--- config.mk ---
export PLATFORM = sky130hd
export DESIGN_NAME = alu_cmd_parser
export DESIGN_NICKNAME = d
export VERILOG_FILES = /design/src/rtl/alu_cmd_parser.sv
export SDC_FILE = /design/constraint.sdc
export NUM_CORES = 1
export LEC_CHECK = 0
export ABC_AREA = 0
export CORE_MARGIN = 1
export CORE_UTILIZATION = 58
export CTS_CLUSTER_DIAMETER = 80
export DETAILED_ROUTE_END_ITERATION = 8
export PLACE_DENSITY_LB_ADDON = 0.08
export SLEW_MARGIN = 25
export SYNTH_ARGS = -nofsm -noshare
export SYNTH_HDL_FRONTEND = slang
export SYNTH_SLANG_ARGS = --single-unit
--- constraint.sdc ---
create_clock -name clk -period 5.3 [get_ports clk]
set_clock_uncertainty 0.2 [all_clocks]
set_input_delay 1.06 -clock clk [delete_from_list [all_inputs] [get_ports clk]]
set_output_delay 1.06 -clock clk [all_outputs]
set_load 0.005 [all_outputs]
--- src/rtl/alu_cmd_parser.sv ---
// Byte-stream command parser feeding the ALU: hunts for a sync byte, collects an
// 8-byte packet, verifies its XOR checksum and presents the fields with a done pulse.
module alu_cmd_parser #(
    parameter logic [7:0]  SYNC_BYTE = 8'hA5,
    parameter int unsigned TIMEOUT   = 255
) (
    input  logic        clk,
    input  logic        rst,
    input  logic [7:0]  in_data,
    input  logic        in_valid,
    output logic        in_ready,
    output logic [4:0]  operator,
    output logic [3:0]  dtype,
    output logic [15:0] src1,
    output logic [15:0] src2,
    output logic        parser_done,
    output logic        err_fmt,
    output logic        err_chk,
    output logic        err_timeout,
    output logic [15:0] pkt_cnt,
    output logic [7:0]  err_cnt
);

    typedef enum logic [3:0] {IDLE, OP, DT, S1H, S1L, S2H, S2L, CHK, DONE} state_t;

    localparam logic [7:0] TMO_LAST = 8'(TIMEOUT - 1);

    state_t      state, state_nx;
    logic [7:0]  tmo, tmo_nx;
    logic [4:0]  op_sh;
    logic [3:0]  dt_sh;
    logic [15:0] s1_sh, s2_sh;
    logic [7:0]  xsum;
    logic        accept;
    logic        good_nx, fmt_nx, chk_nx, to_nx;

    assign in_ready = (state != DONE);
    assign accept   = in_valid && in_ready;

    always_comb begin
        state_nx = state;
        tmo_nx   = tmo;
        good_nx  = 1'b0;
        fmt_nx   = 1'b0;
        chk_nx   = 1'b0;
        to_nx    = 1'b0;
        case (state)
            IDLE: begin
                tmo_nx = '0;
                if (accept && in_data == SYNC_BYTE) state_nx = OP;
            end
            DONE: begin
                tmo_nx   = '0;
                state_nx = IDLE;
            end
            default: begin
                if (accept) begin
                    tmo_nx = '0;
                    case (state)
                        OP: begin
                            if (in_data[7:5] != '0) begin
                                fmt_nx   = 1'b1;
                                state_nx = IDLE;
                            end else begin
                                state_nx = DT;
                            end
                        end
                        DT: begin
                            if (in_data[7:4] != '0) begin
                                fmt_nx   = 1'b1;
                                state_nx = IDLE;
                            end else begin
                                state_nx = S1H;
                            end
                        end
                        S1H: state_nx = S1L;
                        S1L: state_nx = S2H;
                        S2H: state_nx = S2L;
                        S2L: state_nx = CHK;
                        CHK: begin
                            if (in_data == xsum) begin
                                good_nx  = 1'b1;
                                state_nx = DONE;
                            end else begin
                                chk_nx   = 1'b1;
                                state_nx = IDLE;
                            end
                        end
                        default: state_nx = IDLE;
                    endcase
                end else if (tmo == TMO_LAST) begin
                    to_nx    = 1'b1;
                    tmo_nx   = '0;
                    state_nx = IDLE;
                end else begin
                    tmo_nx = tmo + 8'd1;
                end
            end
        endcase
    end

    always_ff @(posedge clk) begin
        if (rst) begin
            state <= IDLE;
            tmo   <= '0;
        end else begin
            state <= state_nx;
            tmo   <= tmo_nx;
        end
    end

    // Shadow capture; xsum restarts on B1 so it holds XOR of B1..B6 by the time B7 arrives
    always_ff @(posedge clk) begin
        if (rst) begin
            op_sh <= '0;
            dt_sh <= '0;
            s1_sh <= '0;
            s2_sh <= '0;
            xsum  <= '0;
        end else if (accept) begin
            case (state)
                OP:  begin op_sh <= in_data[4:0]; xsum <= in_data; end
                DT:  begin dt_sh <= in_data[3:0]; xsum <= xsum ^ in_data; end
                S1H: begin s1_sh[15:8] <= in_data; xsum <= xsum ^ in_data; end
                S1L: begin s1_sh[7:0]  <= in_data; xsum <= xsum ^ in_data; end
                S2H: begin s2_sh[15:8] <= in_data; xsum <= xsum ^ in_data; end
                S2L: begin s2_sh[7:0]  <= in_data; xsum <= xsum ^ in_data; end
                default: ;
            endcase
        end
    end

    always_ff @(posedge clk) begin
        if (rst) begin
            operator    <= '0;
            dtype       <= '0;
            src1        <= '0;
            src2        <= '0;
            parser_done <= 1'b0;
            err_fmt     <= 1'b0;
            err_chk     <= 1'b0;
            err_timeout <= 1'b0;
            pkt_cnt     <= '0;
            err_cnt     <= '0;
        end else begin
            parser_done <= good_nx;
            err_fmt     <= fmt_nx;
            err_chk     <= chk_nx;
            err_timeout <= to_nx;
            if (good_nx) begin
                operator <= op_sh;
                dtype    <= dt_sh;
                src1     <= s1_sh;
                src2     <= s2_sh;
                pkt_cnt  <= pkt_cnt + 16'd1;
            end
            if ((fmt_nx || chk_nx || to_nx) && err_cnt != '1) err_cnt <= err_cnt + 8'd1;
        end
    end

endmodule

==> key figures, run 1 <==
STA
  – Relative max-transition margin: 0.349
  – Final-layout setup total negative slack: 0 ns
  – Max Slew Vio Count: 0
  – Final count of negative-setup-slack endpoints: 0
  – Final worst-path cycle share: 0.681
  – Unrepaired setup endpoints after global routing: no
  – Setup WS post-layout: roughly 1.7 ns
  – Number of endpoints with negative hold slack in the final report: 0
  – Timing-limited maximum frequency: roughly 280 MHz
  – Post-layout minimum cycle time: about 3.6 ns
  – Transition at the pin with the smallest max-transition slack: between 0.9 and 1 ns

Clock tree
  – Root buffer selected by CTS: sky130_fd_sc_hd__clkbuf_8
  – Number of setup buffers added after CTS: 0
  – Deepest clock path buffer count: 2
  – TritonCTS sink count: 130
  – Cells resized by post-CTS repair: 0
  – CTS tree: built
  – Post-CTS clock slew at the launch and capture registers of the worst setup and hold paths: roughly 0.06 ns
  – Depth of the CTS H-tree: 4
  – Later-pin clock latency in the skew report: 0.53 ns
  – Clock buffer count from CTS: 17
  – Number of buffers inserted by hold repair at cts: 0

Layout
  – Share of final-layout standard cells stronger than drive strength 1: 0.0894
  – Area overhead of the layout relative to synthesis: 25.6%
  – Area occupied by registers: 2600 µm²
  – Diode count: 0
  – Number of cells in the finished layout apart from fillers: 768
  – Post-route cell area: between 6000 and 7000 µm²
  – Multi-input gate area: approximately 2600 µm²
  – Total number of nets in the final design: approximately 660
  – Count of filler cells inserted in the layout: 630

Floorplan
  – Placeable Area: between 8000 and 9000 µm²
  – Initial cell density of the core: 0.613
  – Width of the die: 98.9 µm
  – I/O pin count: 81
  – Die Outline Area: just under 10000 µm²
  – Height of the die: roughly 99 µm
  – # rows: 34

Detailed routing
  – Detailed Routing Iterations Pass 1: 7
  – Residual DRC count: 0
  – Detail Route Antenna Nets: 0
  – Via count of the routed design: 4449
  – Total Routed Length: around 12000 µm
  – Mean routed wirelength per cell: between 15 and 20 µm
  – Iteration-0 DRC Markers: 252
  – Drt via density: between 5 and 6

Placement
  – Detailed placer's ending HPWL: 7740 µm
  – Worst setup slack before clock tree synthesis: about 1.2 ns
  – Routability congestion estimate: between 0.8 and 0.9
  – Number of buffers inserted by port buffering: 80
  – Post-Place Cells: around 740
  – Placed standard-cell area: 6250 µm²

Yosys
  – Total number of yosys warnings: 0
  – Dominant register cell in the synthesized netlist: sky130_fd_sc_hd__dfxtp_1
  – Post-synthesis cell area: about 5400 µm²
  – Number of standard cells after synthesis: about 580
  – Portion of the post-synthesis area used by sequential elements: 0.478
  – Number of synthesized flops with an enable pin: 0
  – Register bit total from synthesis: 130
  – Count of unique library cells instantiated by Yosys: 57
  – Async set-or-reset flop fraction in the synthesized netlist: 0
  – Per-instance average area after synthesis: 9.43 µm²
  – Net Count, Synth: 593

Setup path
  – Kind of start point of the critical path: input pin
  – Arrival time worst endpoint: 3.86 ns
  – Worst Setup End Kind: register
  – Worst-path maximum fanout: 36
  – Classification of the worst setup path: input pin to register
  – Required time of the worst setup path: 5.55 ns

GRT
  – Via count of the first global-routing pass: 4107
  – Largest net degree at the start of global routing: slightly below 70
  – Global-route congestion overflow total: 0
  – Overall Global Routing Usage: 0.264
  – First-pass GRT wire length: about 20000 µm
  – Antenna violations before repair: 0

Min path
  – Type of the most critical hold path: register to register

Pwr
  – Power Density: about 320 nW/µm²
  – Static power due to leakage: between 2 and 3 nW
  – Worst ir drop on vdd: 0.000253 V

Run
  – Max-cap violation count: 0

Status
  – Result of the run: finished, final reports clean
-- through the flow --
stage | util | hold WS, ns | power [W]
finish | 0.769 | 0.255 | 0.00217
CTS | 0.769 | 0.258 | 0.00219
detailed placement | 0.703 | 0.249 | 0.00105
global route | 0.769 | 0.278 | 0.00223
global placement | 0.703 | 0.247 | 0.00105
floorplan | - | 0.236 | 0.00103
-- kinds of logic after synthesis --
group	synth area share
xor gates and xnor gates	0.0273
and+or+nand+nor	0.199
muxes	0.153
DFF	0.478
adders and majority gates	0.00919
AOI/OAI and AO/OA	0.0935
buffers and inverters	0.0397
-- sequential cells by signal (all words and copies together), names as in the netlist --
register / flops
dt_sh: 4
dtype: 4
err_chk: 1
err_cnt: 8
err_fmt: 1
err_timeout: 1
op_sh: 5
operator: 5
parser_done: 1
pkt_cnt: 16
s1_sh: 16
s2_sh: 16
src1: 16
src2: 16
state: 4
tmo: 8
xsum: 8
-- path summary, 6_finish.rpt --
check | start | endpoint | slack, ns | depth (start not counted)
max | in_data[4] | pkt_cnt[6]$_SDFFE_PP0P_ | 1.69 | 6
min | s1_sh[11]$_SDFFE_PP0P_ | s1_sh[11]$_SDFFE_PP0P_ | 0.26 | 2
max reg2reg | state[0]$_SDFFE_PP0P_ | pkt_cnt[6]$_SDFFE_PP0P_ | 2.61 | 5
min reg2reg | s1_sh[11]$_SDFFE_PP0P_ | s1_sh[11]$_SDFFE_PP0P_ | 0.26 | 2
-- layout make-up --
| type | count | area share |
|---|---|---|
| Clock buffer | 20 | 0.0666 |
| Clock inverter | 12 | 0.0192 |
| Inverter | 9 | 0.00494 |
| Multi-Input combinational cell | 404 | 0.387 |
| Sequential cell | 130 | 0.380 |
| Tap cell | 108 | 0.0198 |
| Timing Repair Buffer | 85 | 0.122 |
-- where the power goes --
group          internal, W  switching, W   total, W
Combinational    0.0000137     0.0000341  0.0000478
Sequential        0.000977   0.000000180   0.000978
Clock             0.000706      0.000439    0.00114
-- cells in the final DEF (no fill, tap or decap), types with 2 or more instances in the layout --
master and count:
sky130_fd_sc_hd__mux2_1 4, sky130_fd_sc_hd__buf_4 6, sky130_fd_sc_hd__clkbuf_8 4, sky130_fd_sc_hd__clkdlybuf4s50_1 79, sky130_fd_sc_hd__nor3_2 2, sky130_fd_sc_hd__nand3_1 16, sky130_fd_sc_hd__a32oi_1 8, sky130_fd_sc_hd__xor2_1 16
sky130_fd_sc_hd__and3_1 3, sky130_fd_sc_hd__inv_1 9, sky130_fd_sc_hd__nor2b_1 8, sky130_fd_sc_hd__a21oi_1 27, sky130_fd_sc_hd__or4_1 4, sky130_fd_sc_hd__or3_1 9, sky130_fd_sc_hd__o31ai_1 5, sky130_fd_sc_hd__bufinv_16 2
sky130_fd_sc_hd__nor4_2 2, sky130_fd_sc_hd__clkinv_2 3, sky130_fd_sc_hd__dfxtp_1 130, sky130_fd_sc_hd__and2_1 2, sky130_fd_sc_hd__and4_1 3, sky130_fd_sc_hd__nor2_1 104, sky130_fd_sc_hd__mux2i_1 76, sky130_fd_sc_hd__clkbuf_16 16
sky130_fd_sc_hd__o211a_1 3, sky130_fd_sc_hd__a211oi_1 3, sky130_fd_sc_hd__clkinvlp_4 4, sky130_fd_sc_hd__o21ai_0 17, sky130_fd_sc_hd__mux2_4 2, sky130_fd_sc_hd__ha_1 4, sky130_fd_sc_hd__nand2_1 41, sky130_fd_sc_hd__nand4_1 8
sky130_fd_sc_hd__clkinv_4 2, sky130_fd_sc_hd__or4_4 2, sky130_fd_sc_hd__o21ai_1 3, sky130_fd_sc_hd__or2_2 2, sky130_fd_sc_hd__nor4_1 2, sky130_fd_sc_hd__nor3_1 4
-- metal layers --
| metal | track usage | part of all wire | wire length, µm | up-vias |
|---|---|---|---|---|
| met5 | 0 | 0 | 0 | - |
| met4 | 0.0918 | 0.014 | 167 | 0 |
| met3 | 0.0745 | 0.055 | 681 | 17 |
| met2 | 0.445 | 0.50 | 6100 | 148 |
| met1 | 0.325 | 0.44 | 5350 | 2122 |
| li1 | - | - | - | 2162 |
-- cells in the mapped netlist (2+ instances only) --
cell type,number,area share
sky130_fd_sc_hd__a211oi_1,3,0.0041
sky130_fd_sc_hd__mux2_1,4,0.0083
sky130_fd_sc_hd__nor2_1,104,0.072
sky130_fd_sc_hd__buf_2,14,0.013
sky130_fd_sc_hd__xor2_1,16,0.026
sky130_fd_sc_hd__or4_1,4,0.0055
sky130_fd_sc_hd__and4_1,3,0.0048
sky130_fd_sc_hd__mux2_4,2,0.0055
sky130_fd_sc_hd__a21oi_1,27,0.025
sky130_fd_sc_hd__or3_1,9,0.010
sky130_fd_sc_hd__nor2b_1,8,0.0092
sky130_fd_sc_hd__nand4_1,8,0.0092
sky130_fd_sc_hd__nand2_1,41,0.028
sky130_fd_sc_hd__o211a_1,3,0.0055
sky130_fd_sc_hd__o31ai_1,5,0.0069
sky130_fd_sc_hd__buf_6,4,0.0083
sky130_fd_sc_hd__and3_1,3,0.0034
sky130_fd_sc_hd__o21ai_1,3,0.0028
sky130_fd_sc_hd__ha_1,4,0.0092
sky130_fd_sc_hd__inv_1,9,0.0062
sky130_fd_sc_hd__clkbuf_1,16,0.011
sky130_fd_sc_hd__or2_2,2,0.0023
sky130_fd_sc_hd__and2_1,2,0.0023
sky130_fd_sc_hd__dfxtp_1,130,0.48
sky130_fd_sc_hd__nand3_1,17,0.016
sky130_fd_sc_hd__nor3_1,5,0.0046
sky130_fd_sc_hd__nor4_2,2,0.0046
sky130_fd_sc_hd__or4_4,2,0.0041
sky130_fd_sc_hd__a32oi_1,8,0.013
sky130_fd_sc_hd__mux2i_1,76,0.14
sky130_fd_sc_hd__o21ai_0,17,0.016
sky130_fd_sc_hd__nor4_1,2,0.0023
-- critical path: stages --
cell and delay (ns):
sky130_fd_sc_hd__clkdlybuf4s50_1 0.75, sky130_fd_sc_hd__xor2_1 0.16, sky130_fd_sc_hd__nor4_2 0.50, sky130_fd_sc_hd__nand3_4 0.54, sky130_fd_sc_hd__or4_1 0.67, sky130_fd_sc_hd__a21oi_1 0.16
(Power assumes the default switching activity.)
==> run 2: changes to the inputs <==
--- a/config.mk
+++ b/config.mk
@@ -7,7 +7,7 @@
 export LEC_CHECK = 0
 export ABC_AREA = 0
 export CORE_MARGIN = 1
-export CORE_UTILIZATION = 58
+export CORE_UTILIZATION = 49
 export CTS_CLUSTER_DIAMETER = 80
 export DETAILED_ROUTE_END_ITERATION = 8
 export PLACE_DENSITY_LB_ADDON = 0.08
==> constraint.sdc (replaced) <==
create_clock -name clk -period 3.32 [get_ports clk]
set_clock_uncertainty 0.2 [all_clocks]
set_input_delay 0.664 -clock clk [delete_from_list [all_inputs] [get_ports clk]]
set_output_delay 0.664 -clock clk [all_outputs]
set_load 0.005 [all_outputs]
==> key figures, run 2 (synthesized netlist as in run 1, its figures left out) <==
Status
  – Result of the run: finished, final reports clean

Pwr
  – Power Density: 520 nW/µm² (+64%)
  – Total Power Consumption: 0.00365 W (+68%)
  – Static power due to leakage: 2.90 nW (+2.5%)
  – Worst ir drop on vdd: 0.000326 V (+29%)

Run
  – Max-cap violation count: 0 (unchanged)

Setup path
  – Arrival time worst endpoint: 2.07 ns (-1.79 ns)
  – Setup slack on the worst flop-to-flop path: 1.02 ns (-1.59 ns)
  – Worst Setup End Kind: primary output
  – Classification of the worst setup path: register to primary output
  – Kind of start point of the critical path: register
  – Worst-path maximum fanout: 14 (-61%)
  – Reg-to-reg startpoint: state[0]$_SDFFE_PP0P_
  – FF-to-FF path depth: 5 (unchanged)
  – Worst flop-to-flop path endpoint: err_cnt[4]$_SDFFE_PP0P_
  – Required time of the worst setup path: 2.46 ns (-3.09 ns)

Detailed routing
  – Total Routed Length: 12100 µm (-2.0%)
  – Detailed Routing Iterations Pass 1: 5 (-2)
  – Via count of the routed design: 4378 (-1.6%)
  – Drt via density: 5.39 (-6.9%)
  – Mean routed wirelength per cell: 14.8 µm (-7.3%)
  – Residual DRC count: 0 (unchanged)
  – Detail Route Antenna Nets: 0 (unchanged)
  – Iteration-0 DRC Markers: 248 (-1.6%)

Clock tree
  – Post-CTS clock slew at the launch and capture registers of the worst setup and hold paths: 0.06 ns (about the same)
  – Root buffer selected by CTS: sky130_fd_sc_hd__clkbuf_8
  – Depth of the CTS H-tree: 4 (unchanged)
  – TritonCTS sink count: 130 (unchanged)
  – Number of buffers inserted by hold repair at cts: 0 (unchanged)
  – Number of setup buffers added after CTS: 0 (unchanged)
  – CTS tree: built
  – Deepest clock path buffer count: 2 (unchanged)
  – Clock buffer count from CTS: 17 (unchanged)
  – Later-pin clock latency in the skew report: 0.53 ns (about the same)
  – Cells resized by post-CTS repair: 0 (unchanged)

STA
  – Transition at the pin with the smallest max-transition slack: 0.801 ns (-0.170 ns)
  – Final worst-path cycle share: 0.883
  – Relative max-transition margin: 0.466 (+0.117)
  – Max Slew Vio Count: 0 (unchanged)
  – Final-layout setup total negative slack: 0 ns (unchanged)
  – Post-layout minimum cycle time: a little under 3 ns
  – Worst hold slack after final layout: 0.260 ns (+0.00423 ns)
  – Final count of negative-setup-slack endpoints: 0 (unchanged)
  – Unrepaired setup endpoints after global routing: no
  – Number of endpoints with negative hold slack in the final report: 0 (unchanged)
  – Timing-limited maximum frequency: around 340 MHz

Layout
  – Total number of nets in the final design: 674 (+1.8%)
  – Area occupied by registers: 2600 µm² (unchanged)
  – Diode count: 0 (unchanged)
  – Multi-input gate area: 2650 µm² (unchanged)
  – Most common cell after layout, fill and taps aside: sky130_fd_sc_hd__dfxtp_1
  – Area overhead of the layout relative to synthesis: 28.9%
  – Most frequent cells in the layout: sky130_fd_sc_hd__dfxtp_1, sky130_fd_sc_hd__nor2_1, sky130_fd_sc_hd__clkdlybuf4s50_1
  – Count of filler cells inserted in the layout: 922 (+46%)
  – Share of final-layout standard cells stronger than drive strength 1: 0.104 (+0.0148)

Floorplan
  – # rows: 38 (+12%)
  – Width of the die: 107 µm (+8.6%)
  – Die Outline Area: 11500 µm² (+18%)
  – Height of the die: 107 µm (+8.6%)
  – Initial cell density of the core: 0.503 (-0.110)
  – I/O pin count: 81 (unchanged)
  – Placeable Area: 10800 µm² (+22%)

GRT
  – Antenna violations before repair: 0 (unchanged)
  – Via count of the first global-routing pass: 3989 (-2.9%)
  – Largest net degree at the start of global routing: 82 (+21%)
  – First-pass GRT wire length: 19700 µm (-1.4%)
  – Overall Global Routing Usage: 0.223 (-0.0411)
  – Global-route congestion overflow total: 0 (unchanged)

Placement
  – Routability congestion estimate: 0.838 (-1.3%)
  – Detailed placer's ending HPWL: 7930 µm (+2.5%)
  – Number of buffers inserted by port buffering: 80 (unchanged)

Min path
  – Count of cells along the worst hold path: 2 (unchanged)
  – Type of the most critical hold path: register to register
  – Worst min-delay path endpoint: s1_sh[10]$_SDFFE_PP0P_
  – Hold_sp: s1_sh[10]$_SDFFE_PP0P_
-- run 2: changes by cell type in the layout (fill, tap and decap cells not counted), sizes merged --
cell,previous run,this run
buf,6,18
bufinv,2,5
clkinv,5,2
clkinvlp,4,6
clkbuf,20,19
inv,10,9
-- run 2: final cells by class --
cell class                      count  share of cell area
Timing Repair Buffer               97               0.132
Clock buffer                       19              0.0615
Clock inverter                     13              0.0297
Inverter                            9             0.00481
Multi-Input combinational cell    404               0.377
Tap cell                          140              0.0249
Sequential cell                   130               0.371
-- run 2: through the flow --
step / setup slack (ns) / utilization / cell area [µm²] / cells
floorplan: 0.879 / - / 5450 / 578
global placement: 0.284 / 0.588 / 6380 / 780
detailed placement: 0.234 / 0.588 / 6380 / 780
CTS: 0.355 / 0.648 / 7020 / 812
global route: 0.233 / 0.648 / 7020 / 812
finish: 0.389 / 0.648 / 7020 / 812
-- run 2: worst max-delay path by stage --
stage | slack [ns] | start | endpoint
finish | 0.39 | state[0]$_SDFFE_PP0P_ | in_ready
global route | 0.23 | state[0]$_SDFFE_PP0P_ | in_ready
CTS | 0.35 | state[0]$_SDFFE_PP0P_ | in_ready
detailed placement | 0.23 | in_data[5] | state[0]$_SDFFE_PP0P_
global placement | 0.28 | in_data[5] | err_cnt[7]$_SDFFE_PP0P_
floorplan | 0.88 | in_data[0] | err_cnt[7]$_SDFFE_PP0P_
-- run 2: metal layers --
| metal | share of wire | routed length (µm) | track usage | vias to the layer above |
|---|---|---|---|---|
| li1 | - | - | - | 2179 |
| met1 | 0.46 | 5600 | 0.293 | 2073 |
| met2 | 0.47 | 5710 | 0.345 | 104 |
| met3 | 0.044 | 534 | 0.0605 | 22 |
| met4 | 0.017 | 207 | 0.0949 | 0 |
| met5 | 0 | 0 | 0 | - |
-- run 2: worst max-delay path, stage by stage (launching register included) --
cell and delay [ns]:
sky130_fd_sc_hd__dfxtp_1 0.47, sky130_fd_sc_hd__nor3_1 0.48, sky130_fd_sc_hd__nand2_1 0.12, sky130_fd_sc_hd__clkdlybuf4s50_1 0.46
-- run 2: where the power goes --
part / internal, W / switching [W] / leakage (nW)
Clock: 0.00131 / 0.000692 / 0.292
Sequential: 0.00156 / 0.000000278 / 1.05
Combinational: 0.0000279 / 0.0000576 / 1.56
==> run 3: changes to the inputs <==
--- a/config.mk
+++ b/config.mk
@@ -7,7 +7,7 @@
 export LEC_CHECK = 0
 export ABC_AREA = 0
 export CORE_MARGIN = 1
-export CORE_UTILIZATION = 49
+export CORE_UTILIZATION = 27
 export CTS_CLUSTER_DIAMETER = 80
 export DETAILED_ROUTE_END_ITERATION = 8
 export PLACE_DENSITY_LB_ADDON = 0.08
==> key figures, run 3 (synthesized netlist as in run 1, its figures left out) <==
Status
  – Result of the run: finished, final reports clean

STA
  – Timing-limited maximum frequency: 350 MHz (+2.7%)
  – Final worst-path cycle share: 0.860 (-0.0232)
  – Final count of negative-setup-slack endpoints: 0 (unchanged)
  – Final-layout setup total negative slack: 0 ns (unchanged)
  – Transition at the pin with the smallest max-transition slack: 0.665 ns (-0.136 ns)
  – Relative max-transition margin: 0.557 (+0.0908)
  – Unrepaired setup endpoints after global routing: no
  – Post-layout minimum cycle time: 2.85 ns (-0.0771 ns)
  – Number of endpoints with negative hold slack in the final report: 0 (unchanged)
  – Max Slew Vio Count: 0 (unchanged)

Floorplan
  – Height of the die: 144 µm (+34%)
  – Width of the die: 144 µm (+34%)
  – Die Outline Area: 20700 µm² (+80%)
  – Initial cell density of the core: 0.278 (-0.224)
  – Placeable Area: 19600 µm² (+81%)
  – I/O pin count: 81 (unchanged)
  – # rows: 51 (+34%)

Setup path
  – FF-to-FF path depth: 6 (+1)
  – Kind of start point of the critical path: register
  – Worst flop-to-flop path endpoint: pkt_cnt[13]$_SDFFE_PP0P_
  – Largest stage delay, worst path: 0.51 ns (+0.03 ns)
  – Worst-path maximum fanout: 14 (unchanged)
  – Classification of the worst setup path: register to primary output
  – Buffers & Inverters on Critical Path: 1 (unchanged)
  – Top cell family by delay on the critical path: simple AND/OR/NAND/NOR gates
  – Reg-to-reg startpoint: state[0]$_SDFFE_PP0P_
  – Required time of the worst setup path: 2.46 ns (about the same)
  – Arrival time worst endpoint: 1.99 ns (-0.08 ns)
  – Setup slack on the worst flop-to-flop path: 0.98 ns (-0.04 ns)
  – Worst path cell trace: nor3_1, nand2_1, clkdlybuf4s50_1
  – Slowest CP cell: sky130_fd_sc_hd__nor3_1
  – Worst Setup End Kind: primary output

Detailed routing
  – Via count of the routed design: 4349 (-0.66%)
  – Mean routed wirelength per cell: 14.9 µm (+0.19%)
  – Detail Route Antenna Nets: 0 (unchanged)
  – Total Routed Length: 14000 µm (+16%)
  – Detailed Routing Iterations Pass 1: 4 (-1)
  – Drt via density: 4.64 (-14%)
  – Residual DRC count: 0 (unchanged)
  – Iteration-0 DRC Markers: 268 (+8.1%)

Min path
  – Hold_sp: s1_sh[8]$_SDFFE_PP0P_
  – Worst min-delay path endpoint: s1_sh[8]$_SDFFE_PP0P_
  – Type of the most critical hold path: register to register
  – Count of cells along the worst hold path: 2 (unchanged)

Clock tree
  – Later-pin clock latency in the skew report: 0.42 ns (-0.11 ns)
  – TritonCTS sink count: 130 (unchanged)
  – Cells resized by post-CTS repair: 0 (unchanged)
  – Number of setup buffers added after CTS: 0 (unchanged)
  – Clock buffer count from CTS: 17 (unchanged)
  – Deepest clock path buffer count: 2 (unchanged)
  – Post-CTS clock slew at the launch and capture registers of the worst setup and hold paths: 0.06 ns (about the same)
  – Depth of the CTS H-tree: 4 (unchanged)
  – Root buffer selected by CTS: sky130_fd_sc_hd__clkbuf_16
  – Number of buffers inserted by hold repair at cts: 0 (unchanged)
  – CTS tree: built

Pwr
  – Switching power as a share of total power: 0.203 (-0.00193)
  – Static power due to leakage: 2.93 nW (+0.83%)
  – Power Density: 494 nW/µm² (-4.9%)
  – Relative contribution of combinational cells to total power: 0.026 (+0.003)
  – Worst ir drop on vdd: 0.000350 V (+7.4%)
  – Internal cell power: 0.00283 W (-2.5%)
  – Relative contribution of sequential cells to total power: 0.440 (+0.013)
  – Psw: 0.000722 W (-3.7%)
  – Power share of the clock group: 0.534 (-0.015)

Layout
  – Share of final-layout standard cells stronger than drive strength 1: 0.101 (-0.00313)
  – Most common cell after layout, fill and taps aside: sky130_fd_sc_hd__dfxtp_1
  – Most frequent cells in the layout: sky130_fd_sc_hd__dfxtp_1, sky130_fd_sc_hd__nor2_1, sky130_fd_sc_hd__clkdlybuf4s50_1
  – Area overhead of the layout relative to synthesis: 31.9%
  – Total number of nets in the final design: 677 (+0.45%)
  – Layout Utilization: 0.367 (-0.281)
  – Count of filler cells inserted in the layout: 1991 (+120%)
  – Diode count: 0 (unchanged)

GRT
  – Overall Global Routing Usage: 0.143 (-0.0801)
  – Largest net degree at the start of global routing: 124 (+51%)
  – Antenna violations before repair: 0 (unchanged)
  – Global-route congestion overflow total: 0 (unchanged)
  – Via count of the first global-routing pass: 4177 (+4.7%)
  – First-pass GRT wire length: 22400 µm (+14%)

Placement
  – Routability congestion estimate: 0.734 (-12%)
  – Detailed placer's ending HPWL: 9450 µm (+19%)
  – Number of buffers inserted by port buffering: 80 (unchanged)

Run
  – Max-cap violation count: 0 (unchanged)
[run 3: cell count changes in the layout (fill, tap and decap cells not counted), moves of 2 or more]
| cell | before | now |
|---|---|---|
| sky130_fd_sc_hd__buf_12 | 0 | 2 |
| sky130_fd_sc_hd__clkbuf_8 | 2 | 7 |
| sky130_fd_sc_hd__clkbuf_1 | 1 | 3 |
| sky130_fd_sc_hd__bufinv_16 | 5 | 2 |
| sky130_fd_sc_hd__clkinvlp_4 | 6 | 1 |
[run 3: power by group through the flow]
stage / clock [W] / combinational (W) / sequential, W
after global routing: 0.00202 / 0.000100 / 0.00156
after detailed placement: 0 / 0.0000942 / 0.00159
after CTS: 0.00195 / 0.0000941 / 0.00156
final: 0.00190 / 0.0000917 / 0.00156
after global placement: 0 / 0.0000944 / 0.00159
after floorplan: 0 / 0.0000513 / 0.00159
[run 3: layout make-up]
class	count	area [µm²]	share of cell area
clock buffers	27	533	0.0742
clock inverters	3	67.6	0.00941
inverters	9	33.8	0.00470
multi-input cells	404	2640	0.368
flip-flops and latches	130	2600	0.362
well taps	265	332	0.0462
repair buffers	100	973	0.136
[run 3: per-layer routing]
| layer | global-route usage | vias up | share of wire |
|---|---|---|---|
| met3 | 0.0424 | 11 | 0.052 |
| met4 | 0.0504 | 0 | 0.013 |
| met5 | 0 | - | 0 |
| met2 | 0.221 | 90 | 0.46 |
| met1 | 0.189 | 2058 | 0.47 |
| li1 | - | 2190 | - |
[run 3: stage by stage]
stage | area (µm²) | std cells | power, W | worst slack, ns | hold slack [ns]
2_1_floorplan | 5450 | 578 | 0.00165 | 0.879 | 0.236
3_3_place_gp | 6580 | 908 | 0.00169 | 0.249 | 0.253
3_5_place_dp | 6580 | 908 | 0.00169 | 0.267 | 0.253
4_1_cts | 7180 | 938 | 0.00361 | 0.398 | 0.261
5_1_grt | 7180 | 938 | 0.00368 | 0.314 | 0.276
6_report | 7180 | 938 | 0.00355 | 0.466 | 0.257
[run 3: worst max path at each step]
stage / from / end / slack, ns / cells past startpoint
floorplan: in_data[0] / err_cnt[7]$_SDFFE_PP0P_ / 0.88 / 6
global placement: in_data[1] / pkt_cnt[11]$_SDFFE_PP0P_ / 0.25 / 8
detailed placement: in_data[1] / pkt_cnt[9]$_SDFFE_PP0P_ / 0.27 / 8
CTS: state[0]$_SDFFE_PP0P_ / in_ready / 0.40 / 3
global route: state[0]$_SDFFE_PP0P_ / in_ready / 0.31 / 3
finish: state[0]$_SDFFE_PP0P_ / in_ready / 0.47 / 3
[run 3: worst reg2reg max path: stages, from the launching register on]
cell	delay [ns]
sky130_fd_sc_hd__dfxtp_1	0.63
sky130_fd_sc_hd__nand2_1	0.20
sky130_fd_sc_hd__nor2_4	0.24
sky130_fd_sc_hd__nand4_1	0.30
sky130_fd_sc_hd__buf_4	0.26
sky130_fd_sc_hd__or3_1	0.30
sky130_fd_sc_hd__a21oi_1	0.14
